==> src/rtl/atm_pkg.sv <==
// Shared definitions for the multi-account ATM engine.
//  - request opcodes and response status codes
//  - FSM state encoding (also visible on the debug state port)
//  - helper that recognises a legal opcode
package atm_pkg;

  localparam int unsigned OP_W   = 3;
  localparam int unsigned CODE_W = 4;

  localparam logic [OP_W-1:0] OP_BALANCE    = 3'd1;
  localparam logic [OP_W-1:0] OP_WITHDRAW   = 3'd2;
  localparam logic [OP_W-1:0] OP_DEPOSIT    = 3'd3;
  localparam logic [OP_W-1:0] OP_CHANGE_PIN = 3'd4;
  localparam logic [OP_W-1:0] OP_PROVISION  = 3'd5;

  localparam logic [CODE_W-1:0] RC_OK       = 4'd0;
  localparam logic [CODE_W-1:0] RC_NO_ACCT  = 4'd1;
  localparam logic [CODE_W-1:0] RC_BAD_PIN  = 4'd2;
  localparam logic [CODE_W-1:0] RC_LOCKED   = 4'd3;
  localparam logic [CODE_W-1:0] RC_INSUFF   = 4'd4;
  localparam logic [CODE_W-1:0] RC_OVERFLOW = 4'd5;
  localparam logic [CODE_W-1:0] RC_SAME_PIN = 4'd6;
  localparam logic [CODE_W-1:0] RC_BAD_OP   = 4'd7;
  localparam logic [CODE_W-1:0] RC_LIMIT    = 4'd8;

  typedef enum logic [1:0] {
    StIdle = 2'd0,
    StAuth = 2'd1,
    StExec = 2'd2,
    StResp = 2'd3
  } atm_state_e;

  function automatic logic op_is_legal(input logic [OP_W-1:0] op);
    return (op >= OP_BALANCE) && (op <= OP_PROVISION);
  endfunction

endpackage

==> src/rtl/atm_acct_store.sv <==
// Per-account storage for the ATM engine: PIN, balance, failed-attempt counter and,
// when ATM_DAILY_LIMIT_EN is defined, the daily withdrawn total.
// One combinational read port (rd_idx) and one synchronous write port that rewrites a
// whole account record. Indices are 0-based here; the top maps account numbers.
// Ports:
//  clk, rst            clock, asynchronous active-high reset
//  rd_idx              read index; rd_pin/rd_bal/rd_fail(/rd_daily) are its record
//  we, wr_idx, wr_*    record write, committed at the rising edge
//  day_clr             (ATM_DAILY_LIMIT_EN only) zero every daily total; beats a write
module atm_acct_store
  import atm_pkg::*;
#(
  parameter int unsigned N_ACCTS  = 10,
  parameter int unsigned IDX_W    = 4,
  parameter int unsigned PIN_W    = 14,
  parameter int unsigned BAL_W    = 32,
  parameter int unsigned FAIL_W   = 2,
  parameter int unsigned INIT_BAL = 0
) (
  input  logic              clk,
  input  logic              rst,
  input  logic [IDX_W-1:0]  rd_idx,
  output logic [PIN_W-1:0]  rd_pin,
  output logic [BAL_W-1:0]  rd_bal,
  output logic [FAIL_W-1:0] rd_fail,
`ifdef ATM_DAILY_LIMIT_EN
  output logic [BAL_W-1:0]  rd_daily,
  input  logic [BAL_W-1:0]  wr_daily,
  input  logic              day_clr,
`endif
  input  logic              we,
  input  logic [IDX_W-1:0]  wr_idx,
  input  logic [PIN_W-1:0]  wr_pin,
  input  logic [BAL_W-1:0]  wr_bal,
  input  logic [FAIL_W-1:0] wr_fail
);

  logic [PIN_W-1:0]  pin_q  [N_ACCTS];
  logic [PIN_W-1:0]  pin_d  [N_ACCTS];
  logic [BAL_W-1:0]  bal_q  [N_ACCTS];
  logic [BAL_W-1:0]  bal_d  [N_ACCTS];
  logic [FAIL_W-1:0] fail_q [N_ACCTS];
  logic [FAIL_W-1:0] fail_d [N_ACCTS];

  assign rd_pin  = pin_q[rd_idx];
  assign rd_bal  = bal_q[rd_idx];
  assign rd_fail = fail_q[rd_idx];

  always_comb begin
    pin_d  = pin_q;
    bal_d  = bal_q;
    fail_d = fail_q;
    if (we) begin
      pin_d[wr_idx]  = wr_pin;
      bal_d[wr_idx]  = wr_bal;
      fail_d[wr_idx] = wr_fail;
    end
  end

  always_ff @(posedge clk or posedge rst) begin
    if (rst) begin
      for (int i = 0; i < int'(N_ACCTS); i++) begin
        pin_q[i]  <= '0;
        bal_q[i]  <= BAL_W'(INIT_BAL);
        fail_q[i] <= '0;
      end
    end else begin
      pin_q  <= pin_d;
      bal_q  <= bal_d;
      fail_q <= fail_d;
    end
  end

`ifdef ATM_DAILY_LIMIT_EN
  logic [BAL_W-1:0] daily_q [N_ACCTS];
  logic [BAL_W-1:0] daily_d [N_ACCTS];

  assign rd_daily = daily_q[rd_idx];

  always_comb begin
    daily_d = daily_q;
    if (we) daily_d[wr_idx] = wr_daily;
    // A clear on the same edge as a committing withdraw wins.
    if (day_clr) begin
      for (int i = 0; i < int'(N_ACCTS); i++) daily_d[i] = '0;
    end
  end

  always_ff @(posedge clk or posedge rst) begin
    if (rst) begin
      for (int i = 0; i < int'(N_ACCTS); i++) daily_q[i] <= '0;
    end else begin
      daily_q <= daily_d;
    end
  end
`endif

endmodule

==> src/rtl/atm_multi_acct_ctrl.sv <==
// Multi-account ATM transaction engine. One request at a time:
//  IDLE (accept, register fields) -> AUTH (op/account/lock/PIN checks) ->
//  EXEC (arithmetic, commit to the account store, register response) -> RESP (hold
//  until rsp_ready). Optional daily withdraw limit under `ATM_DAILY_LIMIT_EN.
// Ports:
//  clk, rst                     clock, asynchronous active-high reset
//  req_valid/req_ready          request handshake (ready only in IDLE)
//  req_op/acc/pin/newpin/amount request fields; admin_en qualifies PROVISION
//  day_clr                      clear daily totals (limit build only)
//  rsp_valid/rsp_ready          response handshake; response held until taken
//  rsp_code/balance/success     status, balance after the op, code==OK
//  state                        FSM state for debug
module atm_multi_acct_ctrl
  import atm_pkg::*;
#(
  parameter int unsigned N_ACCTS   = 10,
  parameter int unsigned ACC_W     = 4,
  parameter int unsigned PIN_W     = 14,
  parameter int unsigned BAL_W     = 32,
  parameter int unsigned AMT_W     = 16,
  parameter int unsigned MAX_TRIES = 3,
  parameter int unsigned INIT_BAL  = 0
`ifdef ATM_DAILY_LIMIT_EN
  ,
  parameter int unsigned DAILY_LIMIT = 5000
`endif
) (
  input  logic              clk,
  input  logic              rst,
  input  logic              req_valid,
  output logic              req_ready,
  input  logic [OP_W-1:0]   req_op,
  input  logic [ACC_W-1:0]  req_acc,
  input  logic [PIN_W-1:0]  req_pin,
  input  logic [PIN_W-1:0]  req_newpin,
  input  logic [AMT_W-1:0]  req_amount,
  input  logic              admin_en,
  input  logic              day_clr,
  output logic              rsp_valid,
  input  logic              rsp_ready,
  output logic [CODE_W-1:0] rsp_code,
  output logic [BAL_W-1:0]  rsp_balance,
  output logic              rsp_success,
  output logic [1:0]        state
);

  localparam int unsigned IDX_W  = (N_ACCTS > 1) ? $clog2(N_ACCTS) : 1;
  localparam int unsigned FAIL_W = $clog2(MAX_TRIES + 1);
  localparam logic [ACC_W-1:0]  NAcc    = ACC_W'(N_ACCTS);
  localparam logic [FAIL_W-1:0] MaxFail = FAIL_W'(MAX_TRIES);

  atm_state_e state_q, state_d;

  logic [OP_W-1:0]   op_q, op_d;
  logic [ACC_W-1:0]  acc_q, acc_d;
  logic [PIN_W-1:0]  pin_q, pin_d;
  logic [PIN_W-1:0]  newpin_q, newpin_d;
  logic [AMT_W-1:0]  amt_q, amt_d;
  logic              admin_q, admin_d;
  logic [CODE_W-1:0] auth_code_q, auth_code_d;
  logic              rsp_valid_q, rsp_valid_d;
  logic [CODE_W-1:0] rsp_code_q, rsp_code_d;
  logic [BAL_W-1:0]  rsp_bal_q, rsp_bal_d;
  logic              rsp_success_q, rsp_success_d;

  // Store interface
  logic              acc_ok;
  logic [IDX_W-1:0]  idx;
  logic [PIN_W-1:0]  rd_pin;
  logic [BAL_W-1:0]  rd_bal;
  logic [FAIL_W-1:0] rd_fail;
  logic              we;
  logic [PIN_W-1:0]  wr_pin;
  logic [BAL_W-1:0]  wr_bal;
  logic [FAIL_W-1:0] wr_fail;

  logic [BAL_W-1:0]  amt_ext;
  logic [BAL_W:0]    dep_sum;
  logic [CODE_W-1:0] exec_code;

`ifdef ATM_DAILY_LIMIT_EN
  logic [BAL_W-1:0]  rd_daily;
  logic [BAL_W-1:0]  wr_daily;
  logic [BAL_W:0]    daily_sum;
  assign daily_sum = {1'b0, rd_daily} + (BAL_W + 1)'(amt_q);
`else
  logic unused_day_clr;
  assign unused_day_clr = day_clr;
`endif

  assign acc_ok  = (acc_q != '0) && (acc_q <= NAcc);
  // Out-of-range accounts read entry 0; their results never depend on it.
  assign idx     = acc_ok ? IDX_W'(acc_q - ACC_W'(1)) : '0;
  assign amt_ext = BAL_W'(amt_q);
  assign dep_sum = {1'b0, rd_bal} + (BAL_W + 1)'(amt_q);

  atm_acct_store #(
    .N_ACCTS  (N_ACCTS),
    .IDX_W    (IDX_W),
    .PIN_W    (PIN_W),
    .BAL_W    (BAL_W),
    .FAIL_W   (FAIL_W),
    .INIT_BAL (INIT_BAL)
  ) u_store (
    .clk      (clk),
    .rst      (rst),
    .rd_idx   (idx),
    .rd_pin   (rd_pin),
    .rd_bal   (rd_bal),
    .rd_fail  (rd_fail),
`ifdef ATM_DAILY_LIMIT_EN
    .rd_daily (rd_daily),
    .wr_daily (wr_daily),
    .day_clr  (day_clr),
`endif
    .we       (we),
    .wr_idx   (idx),
    .wr_pin   (wr_pin),
    .wr_bal   (wr_bal),
    .wr_fail  (wr_fail)
  );

  always_comb begin
    state_d       = state_q;
    op_d          = op_q;
    acc_d         = acc_q;
    pin_d         = pin_q;
    newpin_d      = newpin_q;
    amt_d         = amt_q;
    admin_d       = admin_q;
    auth_code_d   = auth_code_q;
    rsp_valid_d   = rsp_valid_q;
    rsp_code_d    = rsp_code_q;
    rsp_bal_d     = rsp_bal_q;
    rsp_success_d = rsp_success_q;
    we            = 1'b0;
    wr_pin        = rd_pin;
    wr_bal        = rd_bal;
    wr_fail       = rd_fail;
    exec_code     = auth_code_q;
`ifdef ATM_DAILY_LIMIT_EN
    wr_daily      = rd_daily;
`endif

    case (state_q)
      StIdle: begin
        if (req_valid) begin
          op_d     = req_op;
          acc_d    = req_acc;
          pin_d    = req_pin;
          newpin_d = req_newpin;
          amt_d    = req_amount;
          admin_d  = admin_en;
          state_d  = StAuth;
        end
      end

      StAuth: begin
        if (!op_is_legal(op_q) || ((op_q == OP_PROVISION) && !admin_q)) begin
          auth_code_d = RC_BAD_OP;
        end else if (!acc_ok) begin
          auth_code_d = RC_NO_ACCT;
        end else if (op_q == OP_PROVISION) begin
          auth_code_d = RC_OK;  // admin provisioning bypasses lock and PIN
        end else if (rd_fail == MaxFail) begin
          auth_code_d = RC_LOCKED;
        end else if (rd_pin != pin_q) begin
          auth_code_d = RC_BAD_PIN;
        end else begin
          auth_code_d = RC_OK;
        end
        state_d = StExec;
      end

      StExec: begin
        rsp_bal_d = rd_bal;
        case (auth_code_q)
          RC_OK: begin
            we      = 1'b1;
            // A passed PIN check clears the counter even if the op itself then fails.
            wr_fail = '0;
            case (op_q)
              OP_WITHDRAW: begin
                if (amt_ext > rd_bal) begin
                  exec_code = RC_INSUFF;
`ifdef ATM_DAILY_LIMIT_EN
                end else if (daily_sum > (BAL_W + 1)'(DAILY_LIMIT)) begin
                  exec_code = RC_LIMIT;
`endif
                end else begin
                  wr_bal   = rd_bal - amt_ext;
`ifdef ATM_DAILY_LIMIT_EN
                  wr_daily = daily_sum[BAL_W-1:0];
`endif
                end
              end
              OP_DEPOSIT: begin
                if (dep_sum[BAL_W]) exec_code = RC_OVERFLOW;
                else                wr_bal    = dep_sum[BAL_W-1:0];
              end
              OP_CHANGE_PIN: begin
                if (newpin_q == rd_pin) exec_code = RC_SAME_PIN;
                else                    wr_pin    = newpin_q;
              end
              OP_PROVISION: begin
                wr_pin = newpin_q;
                wr_bal = amt_ext;
              end
              default: ;  // BALANCE: read only
            endcase
            rsp_bal_d = wr_bal;
          end
          RC_BAD_PIN: begin
            we      = 1'b1;
            wr_fail = (rd_fail == MaxFail) ? rd_fail : rd_fail + FAIL_W'(1);
          end
          RC_NO_ACCT, RC_BAD_OP: rsp_bal_d = '0;
          default: ;  // LOCKED: report balance, no change
        endcase
        rsp_code_d    = exec_code;
        rsp_success_d = (exec_code == RC_OK);
        rsp_valid_d   = 1'b1;
        state_d       = StResp;
      end

      StResp: begin
        if (rsp_ready) begin
          rsp_valid_d = 1'b0;
          state_d     = StIdle;
        end
      end

      default: state_d = StIdle;
    endcase
  end

  always_ff @(posedge clk or posedge rst) begin
    if (rst) begin
      state_q       <= StIdle;
      op_q          <= '0;
      acc_q         <= '0;
      pin_q         <= '0;
      newpin_q      <= '0;
      amt_q         <= '0;
      admin_q       <= 1'b0;
      auth_code_q   <= RC_OK;
      rsp_valid_q   <= 1'b0;
      rsp_code_q    <= RC_OK;
      rsp_bal_q     <= '0;
      rsp_success_q <= 1'b0;
    end else begin
      state_q       <= state_d;
      op_q          <= op_d;
      acc_q         <= acc_d;
      pin_q         <= pin_d;
      newpin_q      <= newpin_d;
      amt_q         <= amt_d;
      admin_q       <= admin_d;
      auth_code_q   <= auth_code_d;
      rsp_valid_q   <= rsp_valid_d;
      rsp_code_q    <= rsp_code_d;
      rsp_bal_q     <= rsp_bal_d;
      rsp_success_q <= rsp_success_d;
    end
  end

  assign req_ready   = (state_q == StIdle);
  assign rsp_valid   = rsp_valid_q;
  assign rsp_code    = rsp_code_q;
  assign rsp_balance = rsp_bal_q;
  assign rsp_success = rsp_success_q;
  assign state       = state_q;

endmodule

==> config.mk <==
export PLATFORM = sky130hd
export DESIGN_NAME = atm_multi_acct_ctrl
export DESIGN_NICKNAME = d
export VERILOG_FILES = /design/src/rtl/atm_pkg.sv /design/src/rtl/atm_acct_store.sv /design/src/rtl/atm_multi_acct_ctrl.sv
export SDC_FILE = /design/constraint.sdc
export NUM_CORES = 2
export LEC_CHECK = 0
export ABC_AREA = 1
export CORE_MARGIN = 4
export CORE_UTILIZATION = 35
export DETAILED_ROUTE_END_ITERATION = 12
export SLEW_MARGIN = 10
export SYNTH_ARGS = -nofsm -noshare
export SYNTH_HDL_FRONTEND = slang
export SYNTH_SLANG_ARGS = --single-unit
==> constraint.sdc <==
create_clock -name clk -period 28.8 [get_ports clk]
set_input_delay 5.76 -clock clk [delete_from_list [all_inputs] [get_ports clk]]
set_output_delay 5.76 -clock clk [all_outputs]
set_load 0.02 [all_outputs]
==> results.md <==
* Largest net degree at the start of global routing at roughly 160
* Status: finished, final reports clean
* Async set or reset register ratio after synthesis at 1.00
* Synth Register Bits at roughly 570
* Critical Path End: u_store.bal_q[139]
* Final Cell Area at between 30,000 and 40,000 sq um
* Top_reg_cell synth: dfrtp_1
* Critical Path End Type: flip-flop
* Layout Skew at ~0.034 ns
* Mapped Cells at 4,104
* Final WL at roughly 110,000 um
* LEAKAGE at 17.4 nW
* Worst IR drop on VDD at approximately 84 uV
* CTS tree: done
* Slew Limit Fails at 0
* Final Cycle Share at 0.306
* Routed len/inst at roughly 20 um
* CP Launch Point: acc_q[0]
* Inserted Diodes at 0
* Switching power at roughly 0.0019 W
* Clk sinks at roughly 570
* Internal Power at approximately 0.0019 W
* DRT iter0 DRCs at about 3,000
* R2R Path Start: acc_q[0]
* Htree depth at 2
* Max-cap violation count at 0
* Count of final setup violators at 0
* Distinct cells, synth at 58
* CTS Buffer Depth at 3
* Top cells by area, synth: dfrtp_1, nand2_1, o21ai_0
* Dpl ws at ~20 ns
* Post-DP Area at roughly 33,000 sq um
* Sequential power share at 0.252
* Max Freq at between 100 and 150 MHz
* Worst path arrival time at a little over 9 ns
* Power Density at between 100 and 150 nW/um^2
* Remaining Overflow, GRT at 0
* Normalized max-slew margin at 0.217
* Min Tclk post-route at 8.82 ns
* Critical Path RT at 29.33 ns
* Crit-path max FO at 51
* Clk root buf: clkbuf_16
* Avg Cell Area, Syn at 7.54 sq um
* Clock-pin slew on the worst setup and hold paths at around 0.060 ns
* RePlAce Congestion at around 0.95
* First-pass GRT wire length at roughly 170,000 um
* Critical path's slowest cell: buf_4
* RSZ-0062 raised after global routing: no
* R2R cell count at 30
* Die ar. at 93,200 sq um
* Mapped Area at between 30,000 and 40,000 sq um
* DR vias at approximately 29,000
* Vias per std cell at 5.41
* Initial antenna violation count at 0
* Syn_nets at roughly 4,200
* RR Endpoint: u_store.bal_q[139]
* Combinational share of power at 0.542
* Count of cells resized by post-cts repair at 0
* Post-route worst setup slack at roughly 20 ns
* Remaining antenna violation count at 0
* Synth warn at 0
* Worst hold path class: flip-flop to flip-flop
* Post-CTS Setup Bufs at 0
* HPWL Detailed at between 60,000 and 70,000 um
* Starting Density at 0.355
* # IOs at between 90 and 100
* Count of final hold-check violations at 0
* Share of the synthesized area in the top cell type at 0.464
* Port Buf Inserts at 95
* CTS Hold Bufs at 0
* Post-route setup TNS at 0 ns
* Reg2reg setup slack at roughly 20 ns
* FP Rows at approximately 110
* Clock Latency Late Sink at ~0.65 ns
* Post-synth EDFFs at 0
* Nets at approximately 4,200
* Core ar. at slightly below 90,000 sq um
* Yosys top cell by area: dfrtp_1
* DR DRC count at 0
* Worst setup path category: flip-flop to flip-flop
* Crit-path max cell delay at slightly below 0.6 ns
* Fill count at ~9,000
* Vias in the first global route at roughly 27,000
* Die Wd at roughly 310 um
* Final Core Density at 0.399
* Sequential fraction of the synthesis area at 0.464
* 1st-pass router iterations at 5
* Die H at 305 um
* Fin cells at 5,279
* Setup crit start kind: flip-flop
* Sw frac at 0.496
* Share of cells above drive strength 1 at 0.0793
* Synth-to-Final Area Change at 12.3%
* Part of the power in the clock network at 0.207
* GRT Util Overall at 0.226
* Cells after DPL at 5,174
* Worst-margin pin slew at 1.17 ns
* Total CTS buffers at 60
-- synthesized netlist by cell type (36+ instances only) --
cell type  count
nor2_1       150
inv_1        239
o21ai_0      253
o22ai_1      104
nand2_1     1754
nand4_1       80
buf_2         36
nand2_2       49
ha_1          39
a21oi_1       97
xor2_1        41
dfrtp_1      574
nand3_1      161
a22oi_1       67
clkbuf_1     159
-- layer usage --
metal | GRT usage | up-vias | wire [um]
met4 | 0.0692 | 0 | 3350
li1 | - | 13200 | -
met5 | 0 | - | 0
met1 | 0.314 | 13900 | 46300
met2 | 0.358 | 1223 | 48900
met3 | 0.0430 | 219 | 9550
-- power groups by stage --
stage / Sequential (W) / Combinational [W] / Clock [W]
floorplan: 0.000973 / 0.00142 / 0
global placement: 0.000976 / 0.00202 / 0
global route: 0.000976 / 0.00226 / 0.000841
detailed placement: 0.000977 / 0.00203 / 0
CTS: 0.000965 / 0.00204 / 0.000807
finish: 0.000966 / 0.00208 / 0.000793
-- per-stage QoR --
step,power [W],hold WS [ns]
5_1_grt,0.00407,0.495
6_report,0.00384,0.478
3_3_place_gp,0.00300,0.462
4_1_cts,0.00381,0.482
3_5_place_dp,0.00300,0.465
2_1_floorplan,0.00240,0.449
-- state kept, by name, indices dropped and copies added (netlist names), 2 cells and up --
name,count
u_store.bal_q,320
u_store.pin_q,140
rsp_balance,32
u_store.fail_q,20
amt_q,16
newpin_q,14
pin_q,14
acc_q,4
auth_code_q,3
op_q,3
rsp_code,3
state,2
-- worst min path at each step --
stage                       startpoint            endpoint  slack, ns  cells after the start
floorplan           u_store.bal_q[128]  u_store.bal_q[128]       0.45                      2
global placement      u_store.bal_q[5]    u_store.bal_q[5]       0.46                      2
detailed placement  u_store.bal_q[166]  u_store.bal_q[166]       0.47                      2
CTS                 u_store.bal_q[168]  u_store.bal_q[168]       0.48                      2
global route        u_store.bal_q[251]  u_store.bal_q[251]       0.50                      2
finish              u_store.bal_q[211]  u_store.bal_q[211]       0.48                      2
-- critical path, delay by kind of cell (launching register included) --
kind / cells / cell delay, ns
buffers and inverters: 7 / 2.94
adders and majority gates: 2 / 0.59
and+or+nand+nor: 12 / 2.39
DFF: 1 / 0.40
AOI/OAI and AO/OA: 9 / 2.22
-- final cells by class --
| type | instances | area [sq um] | share of cell area |
|---|---|---|---|
| sequential | 574 | 14400 | 0.413 |
| clock inverter | 14 | 193 | 0.00554 |
| tap | 1155 | 1450 | 0.0416 |
| multi-input combinational | 3025 | 14500 | 0.418 |
| inverter | 266 | 1010 | 0.0291 |
| timing repair buffer | 154 | 1410 | 0.0405 |
| clock buffer | 91 | 1810 | 0.0520 |
-- cell usage in the layout, fill, tap and decap left out, types with 41 or more instances in the layout --
cell             count
clkdlybuf4s50_1     95
o22ai_1            104
nand2_2             50
a21oi_1             97
clkbuf_16           60
nand3_1            161
inv_1              236
a22oi_1             67
nor2_1             144
nand2_1           1752
nand4_1             80
dfrtp_1            574
xor2_1              41
buf_4               58
o21ai_0            253
-- logic make-up (layout without fill, tap and decap cells) --
family / after synthesis / in the layout / share of synthesized area
flops: 574 / 574 / 0.464
other cells: 1 / 1 / 0.000121
simple gates: 2271 / 2271 / 0.305
xor+xnor: 47 / 47 / 0.0136
mux: 22 / 22 / 0.00797
buf+inv: 505 / 525 / 0.0690
compound gates: 643 / 643 / 0.123
fa+ha+maj: 41 / 41 / 0.0171
(Power assumes the default switching activity.)
